$ cat config.mk
export PLATFORM = sky130hd
export DESIGN_NAME = uart_cmd_parser
export DESIGN_NICKNAME = d
export VERILOG_FILES = /design/src/rtl/uart_cmd_parser.sv
export SDC_FILE = /design/constraint.sdc
export NUM_CORES = 1
export LEC_CHECK = 0
export BUFFER_PORTS_ARGS = -buffer_cell sky130_fd_sc_hd__clkbuf_2
export CAP_MARGIN = 40
export CORE_MARGIN = 8
export CORE_UTILIZATION = 50
export DETAILED_ROUTE_END_ITERATION = 10
export GPL_ROUTABILITY_DRIVEN = 0
export GPL_TIMING_DRIVEN = 0
export PLACE_DENSITY = 0.69
export SKIP_CTS_REPAIR_TIMING = 1
export SKIP_LAST_GASP = 1
export SYNTH_ARGS = -nofsm -noshare
export SYNTH_HDL_FRONTEND = slang
export SYNTH_SLANG_ARGS = --single-unit
$ cat constraint.sdc
create_clock -name clk -period 3.1 [get_ports clk]
set_clock_uncertainty 0.05 [all_clocks]
set_input_delay 0.31 -clock clk [delete_from_list [all_inputs] [get_ports clk]]
set_output_delay 0.31 -clock clk [all_outputs]
set_load 0.02 [all_outputs]
$ cat src/rtl/uart_cmd_parser.sv
// Frame parser for UART byte strobes: SYNC OP A1 A0 D3 D2 D1 D0 CS -> valid/ready command.
// Drops bad, stalled or uncollectable frames and reports each one with a registered error pulse.
module uart_cmd_parser #(
  parameter int          CLK_FRE    = 50,
  parameter int          TIMEOUT_US = 1000,
  parameter logic [7:0]  SYNC_BYTE  = 8'h55
) (
  input  logic        clk,
  input  logic        rst_n,
  input  logic [7:0]  rx_data,
  input  logic        rx_data_ready,
  output logic        cmd_valid,
  input  logic        cmd_ready,
  output logic [7:0]  cmd_op,
  output logic [15:0] cmd_addr,
  output logic [31:0] cmd_data,
  output logic        err_csum,
  output logic        err_timeout,
  output logic        err_overflow
);

  localparam logic [31:0] TERM_CNT = 32'(CLK_FRE * TIMEOUT_US - 1);

  typedef enum logic [1:0] {S_SYNC, S_HDR, S_DATA, S_CSUM} state_t;

  state_t      state_q;
  logic [2:0]  idx_q;
  logic [7:0]  xor_q;
  logic [31:0] tmo_q;
  logic [7:0]  op_w_q;
  logic [15:0] addr_w_q;
  logic [31:0] data_w_q;
  logic        valid_q;
  logic [7:0]  op_q;
  logic [15:0] addr_q;
  logic [31:0] data_q;
  logic        err_csum_q;
  logic        err_timeout_q;
  logic        err_overflow_q;

  logic [7:0]  xor_d;
  logic        handshake_d;
  logic        tmo_hit_d;

  assign xor_d       = xor_q ^ rx_data;
  assign handshake_d = valid_q & cmd_ready;
  assign tmo_hit_d   = (state_q != S_SYNC) && !rx_data_ready && (tmo_q == TERM_CNT);

  always_ff @(posedge clk or negedge rst_n) begin
    if (!rst_n) begin
      state_q        <= S_SYNC;
      idx_q          <= '0;
      xor_q          <= '0;
      tmo_q          <= '0;
      op_w_q         <= '0;
      addr_w_q       <= '0;
      data_w_q       <= '0;
      valid_q        <= 1'b0;
      op_q           <= '0;
      addr_q         <= '0;
      data_q         <= '0;
      err_csum_q     <= 1'b0;
      err_timeout_q  <= 1'b0;
      err_overflow_q <= 1'b0;
    end else begin
      err_csum_q     <= 1'b0;
      err_timeout_q  <= 1'b0;
      err_overflow_q <= 1'b0;
      if (handshake_d) valid_q <= 1'b0;

      if (rx_data_ready) begin
        tmo_q <= '0;
        case (state_q)
          S_SYNC: begin
            if (rx_data == SYNC_BYTE) begin
              state_q <= S_HDR;
              xor_q   <= '0;
              idx_q   <= '0;
            end
          end
          S_HDR: begin
            xor_q <= xor_d;
            case (idx_q)
              3'd0:    op_w_q         <= rx_data;
              3'd1:    addr_w_q[15:8] <= rx_data;
              default: addr_w_q[7:0]  <= rx_data;
            endcase
            if (idx_q == 3'd2) begin
              idx_q   <= '0;
              state_q <= S_DATA;
            end else begin
              idx_q <= idx_q + 3'd1;
            end
          end
          S_DATA: begin
            xor_q    <= xor_d;
            data_w_q <= {data_w_q[23:0], rx_data};
            if (idx_q == 3'd3) begin
              idx_q   <= '0;
              state_q <= S_CSUM;
            end else begin
              idx_q <= idx_q + 3'd1;
            end
          end
          S_CSUM: begin
            state_q <= S_SYNC;
            idx_q   <= '0;
            if (rx_data != xor_q) begin
              err_csum_q <= 1'b1;
            end else if (!valid_q || cmd_ready) begin
              // An acceptance in this same cycle frees the slot for the new command.
              valid_q <= 1'b1;
              op_q    <= op_w_q;
              addr_q  <= addr_w_q;
              data_q  <= data_w_q;
            end else begin
              err_overflow_q <= 1'b1;
            end
          end
          default: state_q <= S_SYNC;
        endcase
      end else if (tmo_hit_d) begin
        err_timeout_q <= 1'b1;
        state_q       <= S_SYNC;
        idx_q         <= '0;
        tmo_q         <= '0;
      end else if (state_q != S_SYNC) begin
        tmo_q <= tmo_q + 32'd1;
      end
    end
  end

  assign cmd_valid    = valid_q;
  assign cmd_op       = op_q;
  assign cmd_addr     = addr_q;
  assign cmd_data     = data_q;
  assign err_csum     = err_csum_q;
  assign err_timeout  = err_timeout_q;
  assign err_overflow = err_overflow_q;

endmodule
======== Word-level counts from Yosys, hierarchy flattened ========
Index checks and enable logic that the tools add are counted.
storage, ports and cells
  flip-flop bits (word level) ............. 161
  bits in latches ......................... 0
  RAM bits ................................ 0
  ROM bits ................................ 0
  output and inout bits ................... 60
  logic and storage cells ................. 86
  memories kept ........................... 0
operators by class
  add/subtract/negate cells ............... 2
  multiply operators ...................... 0
  div/mod/pow operators ................... 0
  order comparisons ....................... 0
  equal/unequal tests ..................... 13
  shift operators ......................... 0
  mux-type cells .......................... 31
  bitwise gates (word level) .............. 4
  reduce and logical (&&, ||, !) cells .... 21
operator list
  kind                                             count
  2-to-1 mux 32 bit                                3
  adder 32 x 1 -> 32 bit, second input constant    1
  == test 32 x 16 -> 1 bit, second input constant  1
  case mux 8 bit (2 select lines)                  1
  2-to-1 mux 3 bit                                 5
  2-to-1 mux 1 bit                                 14
  case mux 3 bit (4 select lines)                  1
  AND reduction 3 bit                              4
  2-to-1 mux 2 bit                                 5
  inequality test 3 bit, second input constant     3
  == test 8 x 7 -> 1 bit, second input constant    1
  2-to-1 mux 8 bit                                 1
  inequality test 8 bit                            1
  case mux 2 bit (4 select lines)                  1
  AND reduction 4 bit                              2
  XOR 8 bit                                        1
  == test 3 x 2 -> 1 bit, second input constant    2
  nonzero test 2 bit                               3
  == test 2 bit, second input constant             2
  AND reduction 2 bit                              2
  OR reduction 2 bit                               2
  adder 3 x 1 -> 3 bit, second input constant      1
  == test 3 x 1 -> 1 bit, second input constant    1
  logical NOT 3 bit                                1
  other kinds (9)                                  12

======== Depth between registers and ports, before layout ========
Gate-level depths: netlist of the first run.
  depth in word-level cells ............... 6
  mapped depth ............................ 9
  gate-level depth less buffers ........... 7

======== Worst setup path before layout of the first run ========
OpenSTA, ideal clock, no wires.
  path kind ............................... register -> register
  start point ............................. register state_q[0]
  end point ............................... register idx_q[0]
  library setup time ...................... 118 ps
  arrival ................................. 1978 ps
  path slack .............................. 954 ps
  cell stages (with the launch flop) ...... 9
  path buffers ............................ 1
  clock period less this slack ............ 2146 ps
  cell sequence ........................... dfrtp_1 -> inv_1 -> ha_1 -> buf_2 -> nand4b_4 -> or2_1 -> o41ai_4 -> o21ai_1 -> a21o_1
on the way
  cells in the longest elaborated chain, start to end .. 5
RTL lines
  element                                                                  RTL line  RTL
  start, declared                                                          26        state_t state_q;
  start signal, assigned                                                   51        state_q <= S_SYNC;
  start signal, assigned                                                   76        state_q <= S_HDR;
  start signal, assigned                                                   90        state_q <= S_DATA;
  branches (longest 5 deep; another with case mux 3 bit (4 select lines))  -
  end signal, assigned                                                     92        idx_q <= idx_q + 3'd1;
  end signal, assigned                                                     102       idx_q <= idx_q + 3'd1;
  end, declared                                                            27        logic [2:0] idx_q;
Several ways; the timed one is not identified.
A chain may end at the register's enable or synchronous reset.

======== Final worst setup path of the first run ========
  start point ............................. register state_q[0]
  end point ............................... register tmo_q[28]
on the way
  cells in the longest elaborated chain, start to end .. 5
RTL lines
  element                         RTL line  RTL
  nonzero test 2 bit (*)          47, 127
  logical AND 1 bit (2 in a row)  47        assign tmo_hit_d = (state_q != S_SYNC) && !rx_data_ready && (tmo_q == TERM_CNT);
  2-to-1 mux 32 bit               122       end else if (tmo_hit_d) begin
  2-to-1 mux 32 bit               71        if (rx_data_ready) begin
  end signal, assigned            128       tmo_q <= tmo_q + 32'd1;
  end, declared                   29        logic [31:0] tmo_q;
Mark *: on every way between the ends. The rest lies on a longest branch, timed or not.

==> impl_results.md, run 1 <==
- Core area: 13,700 um^2
- Syn Nets: 547
- Post-layout min period: 2.46 ns
- FILL cells: 1,094
- Pin count of the biggest net entering global routing: ~100
- YS warnings: 0
- Pins over their slew limit: 0
- Sinks on Clock Net: 161
- Leak: slightly above 4 nW
- Crit path launch type: register
- R2R depth: 8
- Largest family of logic cells by synthesized area: multiplexers
- Vias in the first global route: 4,722
- GRT overflow: 0
- Setup violators final: 0
- First-pass iteration count of the detailed router: 4
- Maxcap violations: 0
- Clk slew on worst S/H paths: 0.06 ns
- Total Power: 6.13 mW
- I/O pins: 72
- RSZ-0062 raised after global routing: no
- Synth top area share: 58.2%
- Final WL: 14.1 mm
- Tcrit/Tclk final: 79.5%
- Hold endpoint: err_overflow
- Detailed Route Iter0 Violations: 302
- Die Width: 134 um
- Vias: 4,376
- Hold/Removal Path Class: input port to register
- Vias per std cell: between 5 and 6
- CP endpoint kind: register
- Adder-Cell Fraction of Synth Area: under 10%
- Layout cell share with drive strength beyond 1: ~28%
- Worst relative slew slack: 51.8%
- Final Util: 59.6%
- Initial antenna violation count: 0
- Critical setup path kind: register to register
- Register area share after synthesis: just under 60%
- Post-DP HPWL: around 9.6 mm
- Dpl cell area: around 7600 um^2
- Flops & latches, synth: 161
- Root buf cell: clkbuf_16
- Die height: 134 um
- Initial core utilization: 50.5%
- Global-route wire length before repair: 23.8 mm
- Setup TNS Final: 0 ns
- CTS tree: done
- CP Data Arrival Time: roughly 2.7 ns
- Row cnt: 43
- Dominant cell type by area after synthesis: dfrtp_1
- Synthesized instance count: 524
- Hold Slack: 0.196 ns
- R2r setup slk: about 0.64 ns
- Worst Path Required: 3.36 ns
- Peak Freq: 406 MHz
- Clk_lat worst skew: 0.42 ns
- Slew @ Worst Pin: just over 0.7 ns
- Synth area leaders: dfrtp_1, mux2_2, mux2_1
- Synth Area in Compound Gates: around 3.0%
- Ys flop type: dfrtp_1
- Post-synth ARST share: 100%
- H-Tree Depth: 4
- Worst r2r src: state_q[0]
- GRT Total Usage: about 17%
- Ant diodes: 0
- # DRC: 0
- Number of synthesized flops with an enable pin: 0
- Synthesis-to-layout area growth: 18.0%
- DR WL/cell: 17.4 um
- Full die area: 17,900 um^2
- Avg Cell Area, Syn: 13.2 um^2
- Final instance area: 8170 um^2
- Hold Path Origin: cmd_ready
- Status: finished clean
- Post-synthesis instance area: 6930 um^2
- Clk buf depth: 2
- Nets: 640
- DRT antenna net count: 0
- IR drop worst, VDD: 455 uV
- Synth Area in Simple Gates: 11.3%
- Reg-to-Reg End: tmo_q[28]
- Hold Crit Depth: 3
- Worst-path maximum fanout: 9
- Final Hold Viols: 0
- Post-synth cell types: 43
- Total CTS buffers: 17
- PwrDens: 750 nW/um^2
- IO buf count: 71
- Area share of xor/xnor cells in the synthesized design: 4.42%
- Mux contribution to synthesized area: 19.2%
routing by layer:
layer / vias up / global-route usage [%] / routed length [um]
met5: - / 0 / 0
met4: 0 / 6.74 / 194
met3: 16 / 5.20 / 744
met2: 94 / 26.3 / 6680
met1: 2222 / 21.0 / 6500
li1: 2044 / - / -
registers in the layout, indices dropped and copies added, names as in the netlist, 2 cells and up:
| name | flops |
|---|---|
| idx_q | 3 |
| addr_w_q | 16 |
| xor_q | 8 |
| op_w_q | 8 |
| cmd_addr | 16 |
| data_w_q | 32 |
| state_q | 2 |
| cmd_data | 32 |
| tmo_q | 32 |
| cmd_op | 8 |
through the flow:
stage | cells | setup slack (ns)
final | 810 | 0.636
after global routing | 810 | 0.440
after CTS | 809 | 0.631
after detailed placement | 777 | 0.653
after global placement | 775 | -0.960
after floorplan | 524 | 0.954
worst max-delay path by stage:
stage	start	to	slack, ns
2_1_floorplan	state_q[0]	idx_q[0]	0.95
3_3_place_gp	rst_n	cmd_addr[12]	-0.96
3_5_place_dp	state_q[0]	idx_q[2]	0.65
4_1_cts	state_q[0]	idx_q[2]	0.63
5_1_grt	state_q[0]	tmo_q[28]	0.44
6_report	state_q[0]	tmo_q[28]	0.64
cells by family (layout without fill, tap and decap cells):
group / after synthesis / in the layout
AO/OA/AOI/OAI: 26 / 26
XOR/XNOR: 35 / 35
adder cells (fa/ha/maj): 11 / 11
buffers and inverters: 29 / 135
flip-flops: 161 / 161
multiplexers: 119 / 119
AND/OR/NAND/NOR: 143 / 143
cell usage after synthesis, types with 6 or more instances:
library cell	n
dfrtp_1	161
mux2_2	57
mux2_1	56
nor2_1	42
nand2_1	20
xnor2_1	18
nand4_1	17
xor2_1	17
nand3_1	12
ha_1	11
buf_2	10
nor2b_1	10
inv_1	9
a221o_1	7
nor3_1	7
nor3b_1	7
and4_1	6
mux2i_1	6
worst max-delay path, cell delays in order (launching register included):
cell,delay (ns)
dfrtp_1,0.43
inv_1,0.11
ha_1,0.20
buf_2,0.17
nand4b_4,0.23
nor4_4,0.58
nand3_1,0.23
mux2i_1,0.16
and3_1,0.19
power breakdown:
part	total [mW]	leakage, nW	switching [mW]	internal (mW)
Clock	2.11	0.296	0.837	1.28
Combinational	1.15	1.63	0.530	0.616
Sequential	2.87	2.14	0.309	2.56
Total	6.13	4.07	1.68	4.45
cells in the final DEF, fill, tap and decap left out, types with 3 or more instances in the layout:
master | synthesis | layout
dfrtp_1 | 161 | 161
clkbuf_2 | 1 | 71
mux2_2 | 57 | 57
mux2_1 | 56 | 56
nor2_1 | 42 | 42
nand2_1 | 20 | 20
xnor2_1 | 18 | 18
nand4_1 | 17 | 17
xor2_1 | 17 | 17
clkbuf_16 | 0 | 17
nand3_1 | 12 | 12
ha_1 | 11 | 11
buf_2 | 10 | 10
nor2b_1 | 10 | 10
inv_1 | 9 | 9
nor3_1 | 7 | 7
nor3b_1 | 7 | 7
a221o_1 | 7 | 7
and4_1 | 6 | 6
mux2i_1 | 6 | 6
clkbuf_1 | 5 | 5
nor4_1 | 5 | 5
and3_1 | 5 | 5
clkbuf_8 | 0 | 5
o21ai_1 | 4 | 4
clkinv_4 | 0 | 4
nand2b_1 | 3 | 3
buf_1 | 3 | 3
a21oi_1 | 3 | 3
o21ai_0 | 3 | 3
cell type report:
type | instances | area [um^2] | area share [%]
clock inverter | 11 | 129 | 1.58
clock buffer | 21 | 480 | 5.88
inverter | 9 | 33.8 | 0.413
sequential | 161 | 4030 | 49.3
tap | 180 | 225 | 2.76
timing repair buffer | 74 | 409 | 5.01
multi-input combinational | 334 | 2770 | 33.9
buffer | 20 | 92.6 | 1.13
Power figures use the tool's default switching activity.
==> run 2: changes to the inputs <==
--- a/config.mk
+++ b/config.mk
@@ -5,6 +5,7 @@
 export SDC_FILE = /design/constraint.sdc
 export NUM_CORES = 1
 export LEC_CHECK = 0
+export ABC_AREA = 1
 export BUFFER_PORTS_ARGS = -buffer_cell sky130_fd_sc_hd__clkbuf_2
 export CAP_MARGIN = 40
 export CORE_MARGIN = 8
==> constraint.sdc (replaced) <==
create_clock -name clk -period 2.5 [get_ports clk]
set_clock_uncertainty 0.05 [all_clocks]
set_input_delay 0.25 -clock clk [delete_from_list [all_inputs] [get_ports clk]]
set_output_delay 0.25 -clock clk [all_outputs]
set_load 0.02 [all_outputs]
==> run 2 against run 1 <==
  * Design area is 8.0% higher
  * Worst hold slack worse by 0.052 ns
  * Clock power is 36% higher
  * Total power is 22% higher
  * First-iteration DRC count is 94% higher
  * Non-clock buffer count is 20 higher
  * Sequential cell count stayed put
  * Routed wire length is 30% higher
  * Synthesized cell count is 70% higher
  * Sequential share of layout area is 3.7 points lower
  * Largest power group unchanged
==> impl_results.md, run 2 <==
- Flops & latches, synth: 161 (unchanged)
- Worst r2r src: state_q[0]
- Initial antenna violation count: 0 (unchanged)
- Critical setup path kind: register to register
- Most frequent cells in the layout: nand2_1, dfrtp_1, nor2_1
- Leak: 4.42 nW (+8.6%)
- Most common cell after layout, fill and taps aside: nand2_1
- Hold Slack: 0.144 ns (-0.0522 ns)
- Dpl cell area: 8170 um^2 (+8.1%)
- Pins over their slew limit: 0 (unchanged)
- GRT overflow: 0 (unchanged)
- Setup TNS Final: 0 ns (unchanged)
- Synth area leaders: dfrtp_1, nand2_1, nand4_1
- Syn Nets: 915 (+67%)
- R2R depth: 12 (+4)
- Final Hold Viols: 0 (unchanged)
- Cells after DPL: 1,151 (+48%)
- Setup crit end: state_q[0]
- Initial core utilization: 50.4% (-0.12 points)
- Number of synthesized flops with an enable pin: 0 (unchanged)
- GRT Total Usage: 19.5% (+2.8 points)
- Core area: 15,000 um^2 (+9.2%)
- First-pass iteration count of the detailed router: 5 (+1)
- Final Non-Filler Cells: 1,184 (+46%)
- Setup ws final: 0.361 ns (-0.275 ns)
- Synthesis-to-layout area growth: 17.0%
- Total CTS buffers: 17 (unchanged)
- CP endpoint kind: register
- Die height: 139 um (+3.8%)
- Worst-path maximum fanout: 10 (+1)
- Avg Cell Area, Syn: 8.46 um^2 (-36%)
- R2r setup slk: 0.36 ns (-0.27 ns)
- Synth top area share: 53.4% (-4.8 points)
- CTS tree: done
- Register area share after synthesis: 53.4% (-4.8 points)
- Full die area: 19,300 um^2 (+7.8%)
- YS warnings: 0 (unchanged)
- Post-synthesis instance area: 7540 um^2 (+8.9%)
- Status: finished clean
- Slew @ Worst Pin: 0.527 ns (-0.191 ns)
- Final WL: 18.4 mm (+30%)
- Vias in the first global route: 6,064 (+28%)
- Post-synth top cells: nand2_1, dfrtp_1, nor2_1, nand4_1, inv_1
- Row cnt: 45 (+4.7%)
- Dominant cell type by area after synthesis: dfrtp_1
- CP startpoint: state_q[0]
- # DRC: 0 (unchanged)
- Maxcap violations: 0 (unchanged)
- Nets: 1,006 (+57%)
- Detailed Route Iter0 Violations: 586 (+94%)
- Synthesized instance count: 892 (+70%)
- Layout cell share with drive strength beyond 1: 14.5% (-14 points)
- Post-DP HPWL: 13.2 mm (+38%)
- Clk_lat worst skew: 0.43 ns (about the same)
- Peak Freq: 468 MHz (+15%)
- Post-synth cell types: 32 (-26%)
- Post-layout min period: 2.14 ns (-0.325 ns)
- PwrDens: 849 nW/um^2 (+13%)
- DR WL/cell: 15.5 um (-11%)
- DRT antenna net count: 0 (unchanged)
- Crit path launch type: register
- Setup violators final: 0 (unchanged)
- H-Tree Depth: 4 (unchanged)
- RSZ-0062 raised after global routing: no
- Tcrit/Tclk final: 85.5% (+6.1 points)
- Vias: 6,281 (+44%)
- Root buf cell: clkbuf_16
- Hold/Removal Path Class: input port to register
- Hold Crit Depth: 3 (unchanged)
- Total Power: 7.50 mW (+22%)
- I/O pins: 72 (unchanged)
- CP Data Arrival Time: 2.40 ns (-0.32 ns)
- Cell with the most instances after synthesis: nand2_1
- Pin count of the biggest net entering global routing: 101 (-0.98%)
- IR drop worst, VDD: 506 uV (+11%)
- Global-route wire length before repair: 30.5 mm (+29%)
- Sinks on Clock Net: 161 (unchanged)
- Place WS: 0.411 ns (-0.242 ns)
- Worst Path Required: 2.77 ns (-0.59 ns)
- Die Width: 139 um (+3.8%)
- Clk buf depth: 2 (unchanged)
- Post-synth ARST share: 100% (unchanged)
- Final Util: 58.9% (-0.62 points)
- Vias per std cell: 5.30 (-1.8%)
- Worst relative slew slack: 64.9% (+13 points)
- Reg-to-Reg End: state_q[0]
- Ant diodes: 0 (unchanged)
- IO buf count: 70 (-1.4%)
- Clk slew on worst S/H paths: 0.06 ns (about the same)
- Ys flop type: dfrtp_1
- Final instance area: 8830 um^2 (+8.0%)
==> run 2: worst min-delay path by stage <==
stage | startpoint | slack (ns) | end
2_1_floorplan | rst_n | -0.1 | addr_w_q[0]
6_report | rx_data_ready | 0.14 | err_csum
4_1_cts | rst_n | -0.23 | xor_q[1]
3_5_place_dp | rst_n | 0.22 | xor_q[1]
5_1_grt | rx_data_ready | 0.15 | err_csum
3_3_place_gp | cmd_data[23] | 0.40 | cmd_data[23]
==> run 2: metal layers <==
metal / global-route usage, % / up-vias / routed length [um]
li1: - / 3093 / -
met2: 30.8 / 189 / 8630
met1: 25.7 / 2976 / 8330
met5: 0 / - / 0
met4: 7.11 / 0 / 347
met3: 4.85 / 23 / 1070
==> run 2: cell type report <==
type / instances / area, um^2
Tap cell: 188 / 235
Clock buffer: 19 / 443
Buffer: 42 / 223
Inverter: 78 / 293
Sequential cell: 161 / 4030
Clock inverter: 13 / 208
Timing Repair Buffer: 72 / 397
Fill cell: 1362 / 6150
Multi-Input combinational cell: 611 / 3000
==> run 2: worst max-delay path, cell delays in order, from the launching register on <==
cell and delay, ns:
dfrtp_1 0.40, inv_1 0.08, ha_1 0.20, buf_2 0.19, nor2_2 0.17, nand3_1 0.09
nor2_1 0.11, nand3_1 0.16, nand2_2 0.14, buf_6 0.16, nand3_1 0.11, nand2_1 0.10
nand2_1 0.07
==> run 2: report_power, final <==
part,internal (mW),switching [mW]
Clock,1.80,1.08
Sequential,3.05,0.326
Combinational,0.434,0.806
Total,5.29,2.21
==> run 2: cells by family after synthesis <==
kind of cell | synth area share, %
buffers and inverters | 6.83
flip-flops | 53.4
multiplexers | 1.19
XOR/XNOR | 2.21
AO/OA/AOI/OAI | 4.79
adder cells (fa/ha/maj) | 1.82
AND/OR/NAND/NOR | 29.8
